<file path="config.mk">
export PLATFORM = sky130hd
export DESIGN_NAME = reg_write_arbiter
export DESIGN_NICKNAME = d
export VERILOG_FILES = /design/src/rtl/rf_pkg.sv /design/src/rtl/rf_wr_prio.sv /design/src/rtl/reg_write_arbiter.sv
export SDC_FILE = /design/constraint.sdc
export NUM_CORES = 1
export LEC_CHECK = 0
export BUFFER_PORTS_ARGS = -buffer_cell sky130_fd_sc_hd__buf_2
export CAP_MARGIN = 10
export CELL_PAD_IN_SITES_DETAIL_PLACEMENT = 0
export CELL_PAD_IN_SITES_GLOBAL_PLACEMENT = 1
export CORE_ASPECT_RATIO = 0.8
export CORE_UTILIZATION = 36
export DETAILED_ROUTE_END_ITERATION = 10
export PLACE_DENSITY_LB_ADDON = 0.1
export SLEW_MARGIN = 20
export SYNTH_ARGS = -nofsm -noshare
export SYNTH_HDL_FRONTEND = slang
export SYNTH_HIERARCHICAL = 1
export SYNTH_SLANG_ARGS = --single-unit
</file>
<file path="constraint.sdc">
create_clock -name CLK -period 2.7 [get_ports CLK]
set_input_delay 0.405 -clock CLK [delete_from_list [all_inputs] [get_ports CLK]]
set_output_delay 0.405 -clock CLK [all_outputs]
set_load 0.01 [all_outputs]
</file>
<file path="src/rtl/rf_pkg.sv">
// Shared constants and state encoding for the register-file write arbiter.
package rf_pkg;

  localparam int unsigned RF_DATA_W       = 8;
  localparam int unsigned RF_ADDR_W       = 3;
  localparam int unsigned RF_NUM_REGS     = 8;
  localparam int unsigned RF_STARVE_LIMIT = 3;

  typedef enum logic {
    ST_CLEAR = 1'b0,
    ST_ARB   = 1'b1
  } state_t;

endpackage

</file>
<file path="src/rtl/rf_wr_prio.sv">
// Two-input write-port priority grant with ALU starvation protection.
// MEM normally wins a tie; after STARVE_LIMIT consecutive ALU denials the
// ALU wins the next tie.
// Ports:
//   clk, rst             clock, async active-high reset
//   alu_valid, mem_valid request lines
//   enable               grants allowed (arbitration state)
//   alu_grant, mem_grant combinational one-hot-or-zero grants
module rf_wr_prio #(
  parameter int unsigned STARVE_LIMIT = 3
) (
  input  logic clk,
  input  logic rst,
  input  logic alu_valid,
  input  logic mem_valid,
  input  logic enable,
  output logic alu_grant,
  output logic mem_grant
);

  localparam int unsigned CNT_W = $clog2(STARVE_LIMIT + 1);

  logic [CNT_W-1:0] starve_cnt;
  logic             starved;

  assign starved = (starve_cnt == CNT_W'(STARVE_LIMIT));

  // Grant decision; ALU wins when alone or when starved.
  always_comb begin
    alu_grant = 1'b0;
    mem_grant = 1'b0;
    if (enable) begin
      if (alu_valid && (!mem_valid || starved)) begin
        alu_grant = 1'b1;
      end else if (mem_valid) begin
        mem_grant = 1'b1;
      end
    end
  end

  // Consecutive-denial counter, saturating at the limit.
  always_ff @(posedge clk or posedge rst) begin
    if (rst) begin
      starve_cnt <= '0;
    end else if (!alu_valid || alu_grant) begin
      starve_cnt <= '0;
    end else if (!starved) begin
      starve_cnt <= starve_cnt + CNT_W'(1);
    end
  end

endmodule

</file>
<file path="src/rtl/reg_write_arbiter.sv">
// Owns the register-file write port: zero-fills all registers after reset or
// on CLEAR_REQ, otherwise forwards one ALU or load write per cycle.
// Ports:
//   CLK, RESET                         clock, async active-high reset
//   ALU_VALID/ADDR/DATA, ALU_READY     ALU writeback request / accept
//   MEM_VALID/ADDR/DATA, MEM_READY     load writeback request / accept
//   CLEAR_REQ                          pulse: start zero-fill
//   WRITE, INADDRESS, IN               registered reg_file write port
//   BUSY                               fill sequence active
module reg_write_arbiter
  import rf_pkg::*;
#(
  parameter int unsigned DATA_W       = RF_DATA_W,
  parameter int unsigned ADDR_W       = RF_ADDR_W,
  parameter int unsigned NUM_REGS     = RF_NUM_REGS,
  parameter int unsigned STARVE_LIMIT = RF_STARVE_LIMIT
) (
  input  logic              CLK,
  input  logic              RESET,
  input  logic              ALU_VALID,
  input  logic [ADDR_W-1:0] ALU_ADDR,
  input  logic [DATA_W-1:0] ALU_DATA,
  output logic              ALU_READY,
  input  logic              MEM_VALID,
  input  logic [ADDR_W-1:0] MEM_ADDR,
  input  logic [DATA_W-1:0] MEM_DATA,
  output logic              MEM_READY,
  input  logic              CLEAR_REQ,
  output logic              WRITE,
  output logic [ADDR_W-1:0] INADDRESS,
  output logic [DATA_W-1:0] IN,
  output logic              BUSY
);

  state_t            state_q, state_d;
  logic [ADDR_W-1:0] fill_ptr_q, fill_ptr_d;
  logic              write_d;
  logic [ADDR_W-1:0] addr_d;
  logic [DATA_W-1:0] data_d;
  logic              alu_grant, mem_grant;
  logic              arb_en;

  assign arb_en    = (state_q == ST_ARB);
  assign ALU_READY = alu_grant;
  assign MEM_READY = mem_grant;
  assign BUSY      = (state_q == ST_CLEAR);

  rf_wr_prio #(
    .STARVE_LIMIT(STARVE_LIMIT)
  ) u_prio (
    .clk       (CLK),
    .rst       (RESET),
    .alu_valid (ALU_VALID),
    .mem_valid (MEM_VALID),
    .enable    (arb_en),
    .alu_grant (alu_grant),
    .mem_grant (mem_grant)
  );

  // Next state, fill pointer and next write-port value.
  always_comb begin
    state_d    = state_q;
    fill_ptr_d = fill_ptr_q;
    write_d    = 1'b0;
    addr_d     = INADDRESS;
    data_d     = IN;
    case (state_q)
      ST_CLEAR: begin
        write_d = 1'b1;
        addr_d  = fill_ptr_q;
        data_d  = '0;
        if (fill_ptr_q == ADDR_W'(NUM_REGS - 1)) begin
          state_d    = ST_ARB;
          fill_ptr_d = '0;
        end else begin
          fill_ptr_d = fill_ptr_q + ADDR_W'(1);
        end
      end
      ST_ARB: begin
        if (mem_grant) begin
          write_d = 1'b1;
          addr_d  = MEM_ADDR;
          data_d  = MEM_DATA;
        end else if (alu_grant) begin
          write_d = 1'b1;
          addr_d  = ALU_ADDR;
          data_d  = ALU_DATA;
        end
        // A same-cycle transfer still lands; the fill starts next cycle.
        if (CLEAR_REQ) begin
          state_d = ST_CLEAR;
        end
      end
    endcase
  end

  // State and registered write port.
  always_ff @(posedge CLK or posedge RESET) begin
    if (RESET) begin
      state_q    <= ST_CLEAR;
      fill_ptr_q <= '0;
      WRITE      <= 1'b0;
      INADDRESS  <= '0;
      IN         <= '0;
    end else begin
      state_q    <= state_d;
      fill_ptr_q <= fill_ptr_d;
      WRITE      <= write_d;
      INADDRESS  <= addr_d;
      IN         <= data_d;
    end
  end

endmodule
</file>
==> results_tabular.tex <==
\begin{tabular}{lr}
\hline
Metric & Value \\
\hline
\multicolumn{2}{l}{\textbf{Clocking}} \\
Clk sinks & 18 \\
Clk Tree Root Cell & clkbuf\_4 \\
Total CTS buffers & 3 \\
Max H-tree Level & 1 \\
Clock slew at the register clock pins of the worst setup and hold paths & 100 ps \\
Post-CTS Resized & 0 \\
Largest buffer count on any clock path & 2 \\
Clock latency reported for the late side of the worst-skew pair & 290 ps \\
TritonCTS clock tree & done \\
\multicolumn{2}{l}{\textbf{Worst setup path}} \\
Number of cells traversed by the worst register-to-register path & 7 \\
Timing startpoint of the critical path & arb\_en\$\_DFF\_PP0\_ \\
Series of cell instances along the critical path & clkinv\_1, buf\_2 \\
RR Startpoint & u\_prio/starve\_cnt[0]\$\_DFFE\_PP0P\_ \\
Top Family by Delay on Critical Path & flip-flops \\
Data required time of the critical path & roughly 2300 ps \\
Critical path's largest stage delay & 660 ps \\
Buffers and inverters on the worst path & 2 \\
Crit path capture & BUSY \\
CP Data Arrival Time & between 1500 and 2000 ps \\
Standard cell with the maximum stage delay on the critical path & dfrtp\_1 \\
Crit Path Max Fanout & 18 \\
Endpoint of the most critical register-to-register path & INADDRESS[0]\$\_DFFE\_PP0P\_ \\
Type of the worst setup path & flip-flop to primary output \\
Element type at the critical path end & primary output \\
Internal reg-to-reg setup slack & about 880 ps \\
Startpoint types & flip-flop \\
Total number of cells along the worst setup path & 2 \\
\multicolumn{2}{l}{\textbf{Placed design}} \\
Half-perimeter wire length after detailed placement & 1.473 mm \\
Last weighted congestion value of the routability-driven placer & 0.6701 \\
Buffers added on ports & 41 \\
\multicolumn{2}{l}{\textbf{Final layout}} \\
Layout area overhead & 29.72\% \\
Number of diodes added for antenna fixing & 0 \\
Core Util, Final & 48.98\% \\
Fill cells & 271 \\
Storage cell area & between 400 and 500 sq um \\
Area occupied by multi-input gates & 411.6 sq um \\
Post-layout net count & between 150 and 200 \\
Fraction of final layout cells with drive strength greater than 1 & a little under half \\
\multicolumn{2}{l}{\textbf{STA}} \\
Pin slew with the least headroom to its limit & $\sim$640 ps \\
Ratio of final minimum period to clock period & 73.51\% \\
Post-layout minimum cycle time & 1985 ps \\
Final count of hold timing violations & 0 \\
Setup Viol. Count Final & 0 \\
Number of max-slew violations in the final report & 0 \\
Max Clk Rate & about 500 MHz \\
Fin Clk Skew & $\sim$4.2 ps \\
Setup repair after global routing missed its margin & false \\
Slew Limit Headroom & between 50\% and 60\% \\
Setup TNS after final layout & 0 ps \\
\multicolumn{2}{l}{\textbf{Pwr}} \\
Power per Cell Area & 874.6 nW/um\^{}2 \\
Portion of total power attributed to combinational logic & 41.7\% \\
Portion of total power attributed to sequential cells & between 40\% and 50\% \\
Peak supply drop & 406.6 uV \\
Leakage & between 0.6 and 0.7 nW \\
P\_sw & 0.0003804 W \\
Share of power burned in the clock network & between 10\% and 20\% \\
Switching fraction of total power & between 30\% and 40\% \\
Int Pwr & 0.0006657 W \\
\multicolumn{2}{l}{\textbf{Synth}} \\
Sequential area share after synthesis & 48.85\% \\
Post-synthesis sequential element count & 18 \\
Mapped Area & roughly 920 sq um \\
Total nets after synthesis & approximately 120 \\
Number of standard cells after synthesis & 89 \\
Yosys Warn Count & 6 \\
Dominant cells by area after synthesis & dfrtp\_1 49\%, mux2\_2 13\%, nand2\_1 7.7\% \\
Count of cell types in the netlist & 20 \\
Area share of the largest cell type after synthesis & 48.85\% \\
Post-Syn Area per Cell & 10.36 sq um \\
Post-synth top area cell & dfrtp\_1 \\
\multicolumn{2}{l}{\textbf{GRT}} \\
Maximum number of pins on one net before global-route repair & 19 \\
Total congestion overflow after global routing & 0 \\
Global-route wire length before repair & around 2.9 mm \\
Antenna violations before repair & 0 \\
Vias in the first global route & about 610 \\
GRT Overall Usage & 14.99\% \\
\multicolumn{2}{l}{\textbf{Routing}} \\
Detailed-route via count & 799 \\
Mean routed wirelength per cell & around 12 microns \\
Post-route DRC violation count & 0 \\
Antenna-violating nets left & 0 \\
Ratio of routed vias to standard cells & 4.728 \\
Number of DRC markers after the initial detailed-route iteration & 13 \\
Length of the first detailed-routing pass in iterations & 4 \\
WL final & 2.010 mm \\
\multicolumn{2}{l}{\textbf{Floorplanning}} \\
Die area & 2769 sq um \\
Y dimension of the die & 47.27 microns \\
Starting utilization of the core area & 37.76\% \\
Site row count & 16 \\
Core outline area & 2442 sq um \\
Number of ports placed on the die boundary & 42 \\
Die Span X & 58.59 microns \\
\multicolumn{2}{l}{\textbf{Min path}} \\
Type of the tightest min-delay check & input pin to flip-flop \\
Origin of the worst min-delay path & CLEAR\_REQ \\
Number of instances on the worst hold path & 2 \\
\multicolumn{2}{l}{\textbf{Run status}} \\
Outcome & completed \\
\multicolumn{2}{l}{\textbf{Flow run}} \\
Number of maximum-capacitance constraint violations & 0 \\
\hline
\end{tabular}
[metal layers]
metal / global-route usage (%) / part of all wire [%] / wire length, microns
met1: 19.69 / 48 / 962
met2: 23.45 / 45 / 898
met3: 6.612 / 7.5 / 150
met4: 2.857 / 0 / 0
met5: 0 / 0 / 0
[power by group through the flow]
stage / Clock, W / Sequential [W] / Combinational, W
2_1_floorplan: 0 / 0.000447 / 0.000307
3_5_place_dp: 0 / 0.000450 / 0.000443
5_1_grt: 0.000188 / 0.000456 / 0.000488
4_1_cts: 0.000172 / 0.000445 / 0.000444
3_3_place_gp: 0 / 0.000447 / 0.000429
6_report: 0.000167 / 0.000444 / 0.000436
[stage by stage]
| step | hold slack (ps) | instances | cell area (sq um) | setup WS [ps] | total power [W] |
|---|---|---|---|---|---|
| after detailed placement | 275.8 | 164 | 1150 | 898.6 | 0.0008930 |
| final | 268.3 | 169 | 1196 | 715.2 | 0.001046 |
| after global routing | 249.4 | 169 | 1196 | 532.6 | 0.001132 |
| after global placement | 269.7 | 164 | 1150 | 937.9 | 0.0008763 |
| after floorplan | 146.2 | 89 | 922.1 | 927.2 | 0.0007540 |
| after CTS | 263.4 | 169 | 1196 | 656.9 | 0.001061 |
[cells by family (layout without fill, tap and decap cells)]
group | after synthesis | after routing | synth area share [%]
adders and majority gates | 3 | 3 | 4.071
and+or+nand+nor | 25 | 25 | 12.89
muxes | 11 | 11 | 13.43
buffers and inverters | 10 | 54 | 6.511
DFF | 18 | 18 | 48.85
AOI/OAI and AO/OA | 22 | 22 | 14.25
[flip-flops by register name, indices dropped and copies added (netlist names)]
name and count:
WRITE 1, INADDRESS 3, arb_en 1, IN 8, fill_ptr_q 3, u_prio/starve_cnt 2
[Yosys cell counts (all sizes together)]
master,number
clkinv,1
clkbuf,1
nor2,1
or3b,1
o41ai,1
or2b,1
o22ai,6
buf,3
ha,3
inv,5
nand4b,2
a21oi,14
mux2,11
nand2,19
nor2b,1
o31ai,1
dfrtp,18
[placed cells by master, fill, tap and decap left out]
cell and count:
or2b_2 1, clkbuf_8 1, mux2_2 11, buf_2 41, nand4b_1 2, clkbuf_4 3
inv_1 4, o31ai_1 1, nor2_1 1, buf_4 2, or3b_4 1, o22ai_1 6
ha_1 3, o41ai_2 1, nand2_1 19, a21oi_1 14, inv_2 1, dlygate4sd3_1 1
nor2b_1 1, clkinv_1 1, dfrtp_1 18
[layout make-up]
class / instances / share of cell area, %
sequential: 18 / 37.66
multi-input combinational: 61 / 34.41
timing repair buffer: 44 / 19.25
tap: 36 / 3.766
clock buffer: 4 / 3.033
inverter: 6 / 1.883
[timing repair]
action,CTS,global route
endpoints found under the hold margin,2,0
hold buffers,1,0
buffers inserted,0,0
[worst min-delay path by stage]
stage | slack, ps | endpoint
floorplan | 150 | u_prio/starve_cnt[0]$_DFFE_PP0P_
global placement | 270 | u_prio/starve_cnt[1]$_DFFE_PP0P_
detailed placement | 280 | u_prio/starve_cnt[0]$_DFFE_PP0P_
CTS | 260 | arb_en$_DFF_PP0_
global route | 250 | arb_en$_DFF_PP0_
finish | 270 | arb_en$_DFF_PP0_
Power figures use the tool's default switching activity.
